$ cat src/rtl/avg_threshold_monitor.sv
// Alarm monitor for an averaged sample stream.
// The alarm rises after DEBOUNCE consecutive valid samples above thr_high.
// It falls after DEBOUNCE consecutive valid samples below thr_low.
// It reports the peak of each finished alarm episode and counts alarm rises.
//
// state     | meaning
// ----------+------------------------------------------------------------
// BELOW     | alarm low, no debounce in progress
// RISE_PEND | alarm low, counting consecutive samples above thr_high
// ABOVE     | alarm high, tracking the episode peak
// FALL_PEND | alarm high, counting consecutive samples below thr_low
module avg_threshold_monitor #(
    parameter int WIDTH    = 8,
    parameter int DEBOUNCE = 3,
    parameter int CNT_W    = 16
) (
    input  logic             clk,
    input  logic             rst,
    input  logic [WIDTH-1:0] avg_in,
    input  logic             avg_valid,
    input  logic [WIDTH-1:0] thr_high,
    input  logic [WIDTH-1:0] thr_low,
    input  logic             clear,
    output logic             alarm,
    output logic             alarm_rise,
    output logic             alarm_fall,
    output logic [WIDTH-1:0] peak_out,
    output logic             peak_valid,
    output logic [CNT_W-1:0] event_count,
    output logic             cfg_err
);

    typedef enum logic [1:0] {BELOW, RISE_PEND, ABOVE, FALL_PEND} state_t;

    localparam logic [3:0] DEB_LAST = 4'(DEBOUNCE);

    state_t           state_q, state_d;
    logic [3:0]       deb_cnt_q, deb_cnt_d;
    logic [WIDTH-1:0] trk_q, trk_d;
    logic [WIDTH-1:0] peak_q, peak_d;
    logic             pv_q, pv_d;
    logic             rise_q, fall_q, cfg_err_q;
    logic [CNT_W-1:0] cnt_q;

    logic             rise_qual, fall_qual;
    logic             alarm_now, alarm_next, rise_d, fall_d;
    logic [WIDTH-1:0] trk_max;
    logic [3:0]       deb_inc;

    assign rise_qual  = (avg_in > thr_high);
    assign fall_qual  = (avg_in < thr_low);
    assign trk_max    = (avg_in > trk_q) ? avg_in : trk_q;
    assign deb_inc    = deb_cnt_q + 4'd1;
    assign alarm_now  = (state_q == ABOVE) || (state_q == FALL_PEND);
    assign alarm_next = (state_d == ABOVE) || (state_d == FALL_PEND);
    assign rise_d     = !alarm_now && alarm_next;
    assign fall_d     = alarm_now && !alarm_next;

    // Next state, debounce count, peak tracking and peak capture.
    always_comb begin
        state_d   = state_q;
        deb_cnt_d = deb_cnt_q;
        trk_d     = trk_q;
        peak_d    = peak_q;
        pv_d      = 1'b0;
        if (cfg_err_q) begin
            // Inconsistent thresholds: drop the alarm without reporting a peak.
            state_d   = BELOW;
            deb_cnt_d = 4'd0;
            trk_d     = '0;
        end else if (avg_valid) begin
            unique case (state_q)
                BELOW: begin
                    if (rise_qual) begin
                        trk_d = avg_in;
                        if (DEB_LAST == 4'd1) begin
                            state_d   = ABOVE;
                            deb_cnt_d = 4'd0;
                        end else begin
                            state_d   = RISE_PEND;
                            deb_cnt_d = 4'd1;
                        end
                    end
                end
                RISE_PEND: begin
                    if (rise_qual) begin
                        trk_d = trk_max;
                        if (deb_inc == DEB_LAST) begin
                            state_d   = ABOVE;
                            deb_cnt_d = 4'd0;
                        end else begin
                            deb_cnt_d = deb_inc;
                        end
                    end else begin
                        state_d   = BELOW;
                        deb_cnt_d = 4'd0;
                        trk_d     = '0;
                    end
                end
                ABOVE: begin
                    trk_d = trk_max;
                    if (fall_qual) begin
                        if (DEB_LAST == 4'd1) begin
                            state_d   = BELOW;
                            deb_cnt_d = 4'd0;
                            peak_d    = trk_max;
                            pv_d      = 1'b1;
                            trk_d     = '0;
                        end else begin
                            state_d   = FALL_PEND;
                            deb_cnt_d = 4'd1;
                        end
                    end
                end
                FALL_PEND: begin
                    trk_d = trk_max;
                    if (fall_qual) begin
                        if (deb_inc == DEB_LAST) begin
                            state_d   = BELOW;
                            deb_cnt_d = 4'd0;
                            peak_d    = trk_max;
                            pv_d      = 1'b1;
                            trk_d     = '0;
                        end else begin
                            deb_cnt_d = deb_inc;
                        end
                    end else begin
                        state_d   = ABOVE;
                        deb_cnt_d = 4'd0;
                    end
                end
                default: begin
                    state_d   = BELOW;
                    deb_cnt_d = 4'd0;
                end
            endcase
        end
    end

    // State, pulses, peak and config-error registers.
    always_ff @(posedge clk) begin
        if (!rst) begin
            state_q   <= BELOW;
            deb_cnt_q <= 4'd0;
            trk_q     <= '0;
            peak_q    <= '0;
            pv_q      <= 1'b0;
            rise_q    <= 1'b0;
            fall_q    <= 1'b0;
            cfg_err_q <= 1'b0;
        end else begin
            state_q   <= state_d;
            deb_cnt_q <= deb_cnt_d;
            trk_q     <= trk_d;
            peak_q    <= peak_d;
            pv_q      <= pv_d;
            rise_q    <= rise_d;
            fall_q    <= fall_d;
            cfg_err_q <= (thr_low > thr_high);
        end
    end

    // Saturating rise counter; clear wins over a coincident rise.
    always_ff @(posedge clk) begin
        if (!rst) begin
            cnt_q <= '0;
        end else if (clear) begin
            cnt_q <= '0;
        end else if (rise_d && (cnt_q != '1)) begin
            cnt_q <= cnt_q + 1'b1;
        end
    end

    assign alarm       = alarm_now;
    assign alarm_rise  = rise_q;
    assign alarm_fall  = fall_q;
    assign peak_out    = peak_q;
    assign peak_valid  = pv_q;
    assign event_count = cnt_q;
    assign cfg_err     = cfg_err_q;

endmodule

$ cat config.mk
export PLATFORM = sky130hd
export DESIGN_NAME = avg_threshold_monitor
export DESIGN_NICKNAME = d
export VERILOG_FILES = /design/src/rtl/avg_threshold_monitor.sv
export SDC_FILE = /design/constraint.sdc
export NUM_CORES = 1
export LEC_CHECK = 0
export CAP_MARGIN = 0
export CELL_PAD_IN_SITES_DETAIL_PLACEMENT = 0
export CELL_PAD_IN_SITES_GLOBAL_PLACEMENT = 2
export CORE_AREA = 2 2 105 107
export DETAILED_ROUTE_END_ITERATION = 10
export DIE_AREA = 0 0 107 109
export GPL_ROUTABILITY_DRIVEN = 1
export PLACE_DENSITY = 0.82
export SLEW_MARGIN = 10
export SYNTH_ARGS = -nofsm -noshare
export SYNTH_HDL_FRONTEND = slang
export SYNTH_SLANG_ARGS = --single-unit
export TNS_END_PERCENT = 5
$ cat constraint.sdc
create_clock -name clk -period 2.7 [get_ports clk]
set_input_delay 0.54 -clock clk [delete_from_list [all_inputs] [get_ports clk]]
set_output_delay 0.54 -clock clk [all_outputs]
set_load 0.1 [all_outputs]
==> results by group <==
Synthesis
  – Top cells by area, synth: dfxtp_1 (26%), ha_1 (13%), a211oi_1 (5.7%)
  – Mean Syn Cell Area: between 8 and 9 um^2
  – Post-synth EDFFs: 0
  – Syn_nets: roughly 450
  – Synth top area share: 0.264
  – Synthesized area: about 3200 um^2
  – Syn Inst Count: slightly below 400
  – Area leader, netlist: dfxtp_1
  – Yosys cell types: 55
  – Synth Flop Type: dfxtp_1
  – Yosys warnings: 0
  – Ys async rst share: 0
  – Sequential-to-total area share from yosys stat: 0.264
  – FF+latch count, synth: 42

Finish
  – Synthesis-to-finish area growth: 34.2%
  – Post-layout net count: 545
  – Share of layout cells above drive strength 1: 0.209
  – Antenna Cells: 0
  – Fin cells: about 620
  – Multi-input gate area: approximately 2200 um^2
  – Storage element area: between 800 and 900 um^2
  – Filler instances: 1,090

Clock network
  – Clock buffer depth: 2
  – Num Clock Sinks: 42
  – H-tree Lvls: 2
  – Clk Latency, worst-skew pair: between 0.2 and 0.3 ns
  – Hold-fix buffers, CTS: 0
  – CTS tree: built
  – Worst-path clk slew: ~0.080 ns
  – CTS Buf Count: 5
  – CTS root buf: clkbuf_8

Worst hold path
  – HP Class: reg -> reg
  – Hold wc startpoint: event_count[6]$_SDFFE_PP0P_

Outcome
  – Status: complete, no violations

Floorplan
  – # IOs: 57
  – Chip height: between 100 and 150 um
  – Die area: roughly 12,000 um^2
  – Die width: ~110 um
  – Initial Util: 0.300
  – Core region area: about 11,000 um^2
  – # rows: 38

Timing
  – Max-slew violation count: 0
  – RSZ-0062 raised after global routing: yes
  – Slew headroom: 0.617
  – Worst slew pin tran: 0.573 ns
  – Final worst slack: ~0.07 ns
  – Count of final hold-check violations: 0
  – Fmax: around 380 MHz
  – Crit share post-route: 0.974
  – Fin crit period: approximately 2.6 ns
  – Final setup fails: 0
  – Final Skew: around 0.0043 ns

Placement
  – PortBufs: between 50 and 60
  – DP Worst Slack: -0.228 ns
  – Post-detail-place hpwl: between 7000 and 8000 um
  – Placer Congestion: ~0.86
  – Placed Cells: ~620

Detailed routing
  – WL/cell: 15.2 um
  – ANT nets after route: 0
  – Post-route DRC: 0
  – Routed WL: approximately 9400 um
  – Initial DRT Pass Iterations: 5
  – Via Count: approximately 3,200
  – Iteration-0 DRC Markers: 184
  – Vias per Instance: 5.13

GRT
  – Total global-route track usage: 0.167
  – Total gr overflow: 0
  – Initial antenna violation count: 0
  – First-pass GRT wire length: 15,400 um
  – Vias in the first global route: 2,982
  – Pin count of the biggest net entering global routing: 28

Worst setup path
  – Kind of critical path: in -> reg
  – CP Launch Type: primary input
  – Critical path capture point type: register
  – Worst R2R Start: deb_cnt_q[0]$_SDFFE_PP0P_
  – WP data arrival: about 2.8 ns
  – Max FO, Critical Path: 8
  – Crit path launch: avg_in[1]
  – WP data required: around 2.9 ns

Power
  – Worst vdd ir: around 0.2 mV
  – Tot Pwr: 0.00149 W
  – Leakage power: approximately 1.8 nW
  – PD cells: about 350 nW/um^2

Job
  – # Max-Cap Violations: 0
[report_power, final]
part	internal, W	switching (W)	leakage, nW
clock	0.000178	0.000225	0.0373
combinational	0.000207	0.000227	1.41
sequential	0.000632	0.0000180	0.340
total	0.00102	0.000470	1.78
[area by class of cell]
type | count | share of cell area
repair buffers | 102 | 0.205
clock buffers | 6 | 0.0170
inverters | 28 | 0.0246
flip-flops and latches | 42 | 0.197
clock inverters | 1 | 0.00176
multi-input cells | 304 | 0.514
well taps | 140 | 0.0410
[path summary, 6_finish.rpt]
kind | cells after the start | end | slack (ns)
max | 10 | peak_out[4]$_SDFFE_PN0P_ | 0.07
min | 2 | event_count[6]$_SDFFE_PP0P_ | 0.51
max reg2reg | 8 | event_count[15]$_SDFFE_PP0P_ | 0.32
min reg2reg | 2 | event_count[6]$_SDFFE_PP0P_ | 0.51
[Yosys cell counts, types with 4 or more instances]
| library cell | instances |
|---|---|
| a21oi_1 | 27 |
| nand4_1 | 10 |
| or3_1 | 10 |
| a2111o_1 | 7 |
| o21a_1 | 4 |
| a21o_1 | 12 |
| nand2b_1 | 5 |
| o21ai_0 | 27 |
| clkbuf_1 | 9 |
| inv_1 | 27 |
| or4_1 | 5 |
| a211oi_1 | 24 |
| and3_1 | 4 |
| dfxtp_1 | 42 |
| ha_1 | 34 |
| nand3_1 | 14 |
| nand2_1 | 33 |
| nor2_1 | 29 |
| mux2i_1 | 11 |
| and4_1 | 4 |
[per-layer routing]
metal  wire (um)  GRT usage
met4          65     0.0417
met5           0          0
met2        4010      0.248
met1        5050      0.254
met3         322     0.0215
[logic make-up (layout without fill, tap and decap cells)]
kind of cell    count (synthesis)  count (layout)  synth area share
flops                          42              42             0.264
compound gates                129             129             0.299
fa+ha+maj                      34              34             0.134
buf+inv                        41             137            0.0535
simple gates                  130             130             0.215
mux                            11              11            0.0346
[metrics by stage]
step / hold WS [ns] / util / TNS (ns) / instance area [um^2]
CTS: 0.512 / 0.400 / 0 / 4240
detailed placement: 0.494 / 0.393 / -3.98 / 4160
global route: 0.525 / 0.403 / -0.00383 / 4270
global placement: 0.491 / 0.393 / -2.99 / 4160
finish: 0.508 / 0.403 / 0 / 4270
floorplan: 0.486 / - / 0 / 3180
[cells in the final DEF (no fill, tap or decap), types with 2 or more instances in the layout]
cell             count
a2111o_1             7
a2111oi_4            2
a211oi_1            21
a211oi_2             4
a21o_1              12
a21oi_1             27
a311oi_1             2
and2_1               2
and3_1               4
and4_1               3
buf_12               3
buf_4               72
clkbuf_8             5
clkdlybuf4s50_1     26
dfxtp_1             42
ha_1                34
inv_1               26
inv_2                2
mux2i_1             11
nand2_1             33
nand2b_1             5
nand3_1             14
nand4_1             10
nor2_1              29
nor2b_1              3
nor3b_1              2
o211a_1              3
o211ai_1             2
o21a_1               4
o21ai_0             27
o21ai_1              2
o31ai_1              3
or2_2                2
or3_1               10
or4_1                5
[repair_timing]
item,4_1_cts,5_1_grt
buffers inserted,0,0
setup endpoints to repair,0,10
resized for setup,0,7
[registers in the layout (all words and copies together), names as in the netlist]
| signal | count |
|---|---|
| peak_out | 8 |
| state_q | 2 |
| alarm_fall | 1 |
| cfg_err | 1 |
| peak_valid | 1 |
| deb_cnt_q | 4 |
| alarm_rise | 1 |
| event_count | 16 |
| trk_q | 8 |
[critical path: stages]
cell,delay [ns]
clkdlybuf4s50_1,0.48
ha_1,0.34
nor2b_1,0.13
o211ai_1,0.25
a21oi_1,0.16
o32ai_4,0.26
buf_12,0.18
mux2i_1,0.07
buf_4,0.16
a211oi_1,0.26
Note: power is estimated with default switching activity, not from simulation.
==> patch (same flow settings) <==
Encoding of `state_t`: now one-hot (4 bits for 4 states).
--- a/src/rtl/avg_threshold_monitor.sv
+++ b/src/rtl/avg_threshold_monitor.sv
@@ -30,7 +30,7 @@
     output logic             cfg_err
 );
 
-    typedef enum logic [1:0] {BELOW, RISE_PEND, ABOVE, FALL_PEND} state_t;
+    typedef enum logic [3:0] {BELOW = 4'b0001, RISE_PEND = 4'b0010, ABOVE = 4'b0100, FALL_PEND = 4'b1000} state_t;
 
     localparam logic [3:0] DEB_LAST = 4'(DEBOUNCE);
 
Function: same outputs for any inputs over 4 cycles, from zero or initial values and one cycle with rst low; so few cycles prove little.
==> patch against the original RTL <==
Clock power up 27%. Largest power group unchanged. Power is 2.9% higher. Area after synthesis is 9.7% lower. Design area decreased by 2.9%. Setup slack better by 0.063 ns. Wire length decreased by 18%. Final cell count is 7.4% lower. Combinational power fell by 21%. Synthesized cell count is 13% lower. Sequential cell count up 2.
==> patch: results (changes against the original RTL) <==
[timing]
finalClockSkew_ns=0.0115  ; was 0.00432 ns
tightestPinTransition_ns=0.602  ; was 0.573 ns
period_share_pct=95.0  ; was 97.4%
whs_ns=0.509  ; was 0.508 ns

[power_and_ir_drop]
sw_frac_of_total_pct=27.9  ; was 31.6%
power_leakage_nw=1.80  ; was 1.78 nW
ir_drop_v=0.000208  ; was 0.000201 V

[placed_design]
portBuffers=56  ; unchanged
dp_hpwl_mm=6.03  ; was 7.36 mm
place_area_um2=3770  ; was 4160 um^2
placed_cells=562  ; was 616
place_congestion=0.868  ; was 0.856
post-place-ws_ns=-0.456  ; was -0.228 ns

[clocking]
root_buffer=clkbuf_8  ; unchanged
clk_latency_ns=0.30
cts.path.max_buffers=2  ; unchanged
cts_buffers=5  ; unchanged
post_cts_buffers=1  ; was 0
h-tree-depth=2  ; unchanged
cts_resized=6  ; was 0
cts_tree=built  ; unchanged
path_clk_slew_ns=0.09

[final_layout]
largest_reg_flops=16  ; unchanged
final_layout_size_suffix_gt1_share_pct=28.8  ; was 20.9%
nets=498  ; was 545
finalNonFillerCells=577  ; was 623
n_antenna_cell=0  ; unchanged

[synth]
synth.area.top_cells=dfxtp_1 (31%), ha_1 (15%), nor2_1 (4.2%), inv_1 (3.9%), a21oi_1 (3.5%)  ; was dfxtp_1 (26%), ha_1 (13%), a211oi_1 (5.7%), a21oi_1 (4.2%), o21ai_0 (4.2%)
synthArstFlopShare_pct=0  ; unchanged
syn_nets=400  ; was 449
synth_common_cells=dfxtp_1 (44), ha_1 (34), nor2_1 (32), inv_1 (30), nand2_1 (21)  ; was dfxtp_1 (42), ha_1 (34), nand2_1 (33), nor2_1 (29)
yosysSeqAreaShare_pct=30.7  ; was 26.4%
synth_cell_types=57  ; was 55
ys.warnings.count=0  ; unchanged
syn-mean-instance-area_um2=8.50  ; was 8.22 um^2
synth_flop_cell=dfxtp_1  ; unchanged

[min_path]
min_from=peak_out[0]  ; was event_count[6]
hold_path_class=reg -> reg  ; unchanged

[worst_setup_path]
crit_family=buffers and inverters  ; was compound AO/OA/AOI/OAI gates
r2r-start=deb_cnt_q[1]  ; was deb_cnt_q[0]
reg2reg_slack_ns=0.29  ; was 0.32 ns
startpoint=thr_low[7]  ; was avg_in[1]
worst_path_largest_cell_delay_ns=0.49
worstPathArrival_ns=2.76  ; was 2.83 ns
worst-path-max-fanout=7  ; was 8
cp_slowest_cell=clkdlybuf4s50_1  ; unchanged

[drt]
first_pass_iters=4  ; was 5
via_per_inst=4.89  ; was 5.13
wl_per_cell_um=13.5  ; was 15.2 um
drt_iter0_markers=107  ; was 184

[global_routing]
grt_max_degree=16  ; was 28
grt_pass1_wl_mm=12.5  ; was 15.4 mm
globalRouteTotalUtil_pct=13.1  ; was 16.7%
antenna_found_initial=0  ; unchanged
grt_pass1_vias=2658  ; was 2982

[status]
status=complete, no violations  ; unchanged

patch: power groups by stage:
stage	clock, mW	sequential (mW)	combinational [mW]
floorplan	0	0.694	0.163
global placement	0	0.690	0.315
detailed placement	0	0.690	0.318
CTS	0.527	0.675	0.325
global route	0.549	0.678	0.382
finish	0.511	0.675	0.344
patch: worst reg2reg max path: stages (launching register included):
cell and delay (ns):
dfxtp_1 0.40, ha_1 0.23, and2_1 0.16, a21oi_2 0.07, o32ai_4 0.34, o211ai_2 0.21
buf_4 0.18, or4b_4 0.52, xor2_1 0.15, nor2_1 0.05
patch: final cells by class:
| class | instances | area (um^2) |
|---|---|---|
| Inverter | 31 | 116 |
| Sequential cell | 44 | 881 |
| Timing Repair Buffer | 99 | 861 |
| Tap cell | 140 | 175 |
| Multi-Input combinational cell | 255 | 2000 |
| Clock buffer | 5 | 68.8 |
| Clock inverter | 3 | 42.5 |
| Fill cell | 1080 | 6450 |
patch: logic make-up (layout without fill, tap and decap cells):
family          count (synthesis)  after routing  synth area share, %
simple gates                  121            121                 22.4
compound gates                 80             80                 20.0
fa+ha+maj                      34             34                 14.8
mux                            11             11                 3.88
flops                          44             44                 30.7
buf+inv                        39            138                 5.49
xor+xnor                        9              9                 2.74
patch: path summary, 6_finish.rpt:
check | end | cells after the start
hold reg to reg | peak_out[0] | 2
setup / recovery | peak_out[4] | 12
hold / removal | peak_out[0] | 2
setup reg to reg | event_count[4] | 9
patch: layer usage:
metal	global-route usage [%]	part of all wire, %	up-vias
met3	2.33	3.1	7
met5	0	0	-
met1	17.4	47	1333
met4	2.78	0.95	0
li1	-	-	1441
met2	22.3	49	39
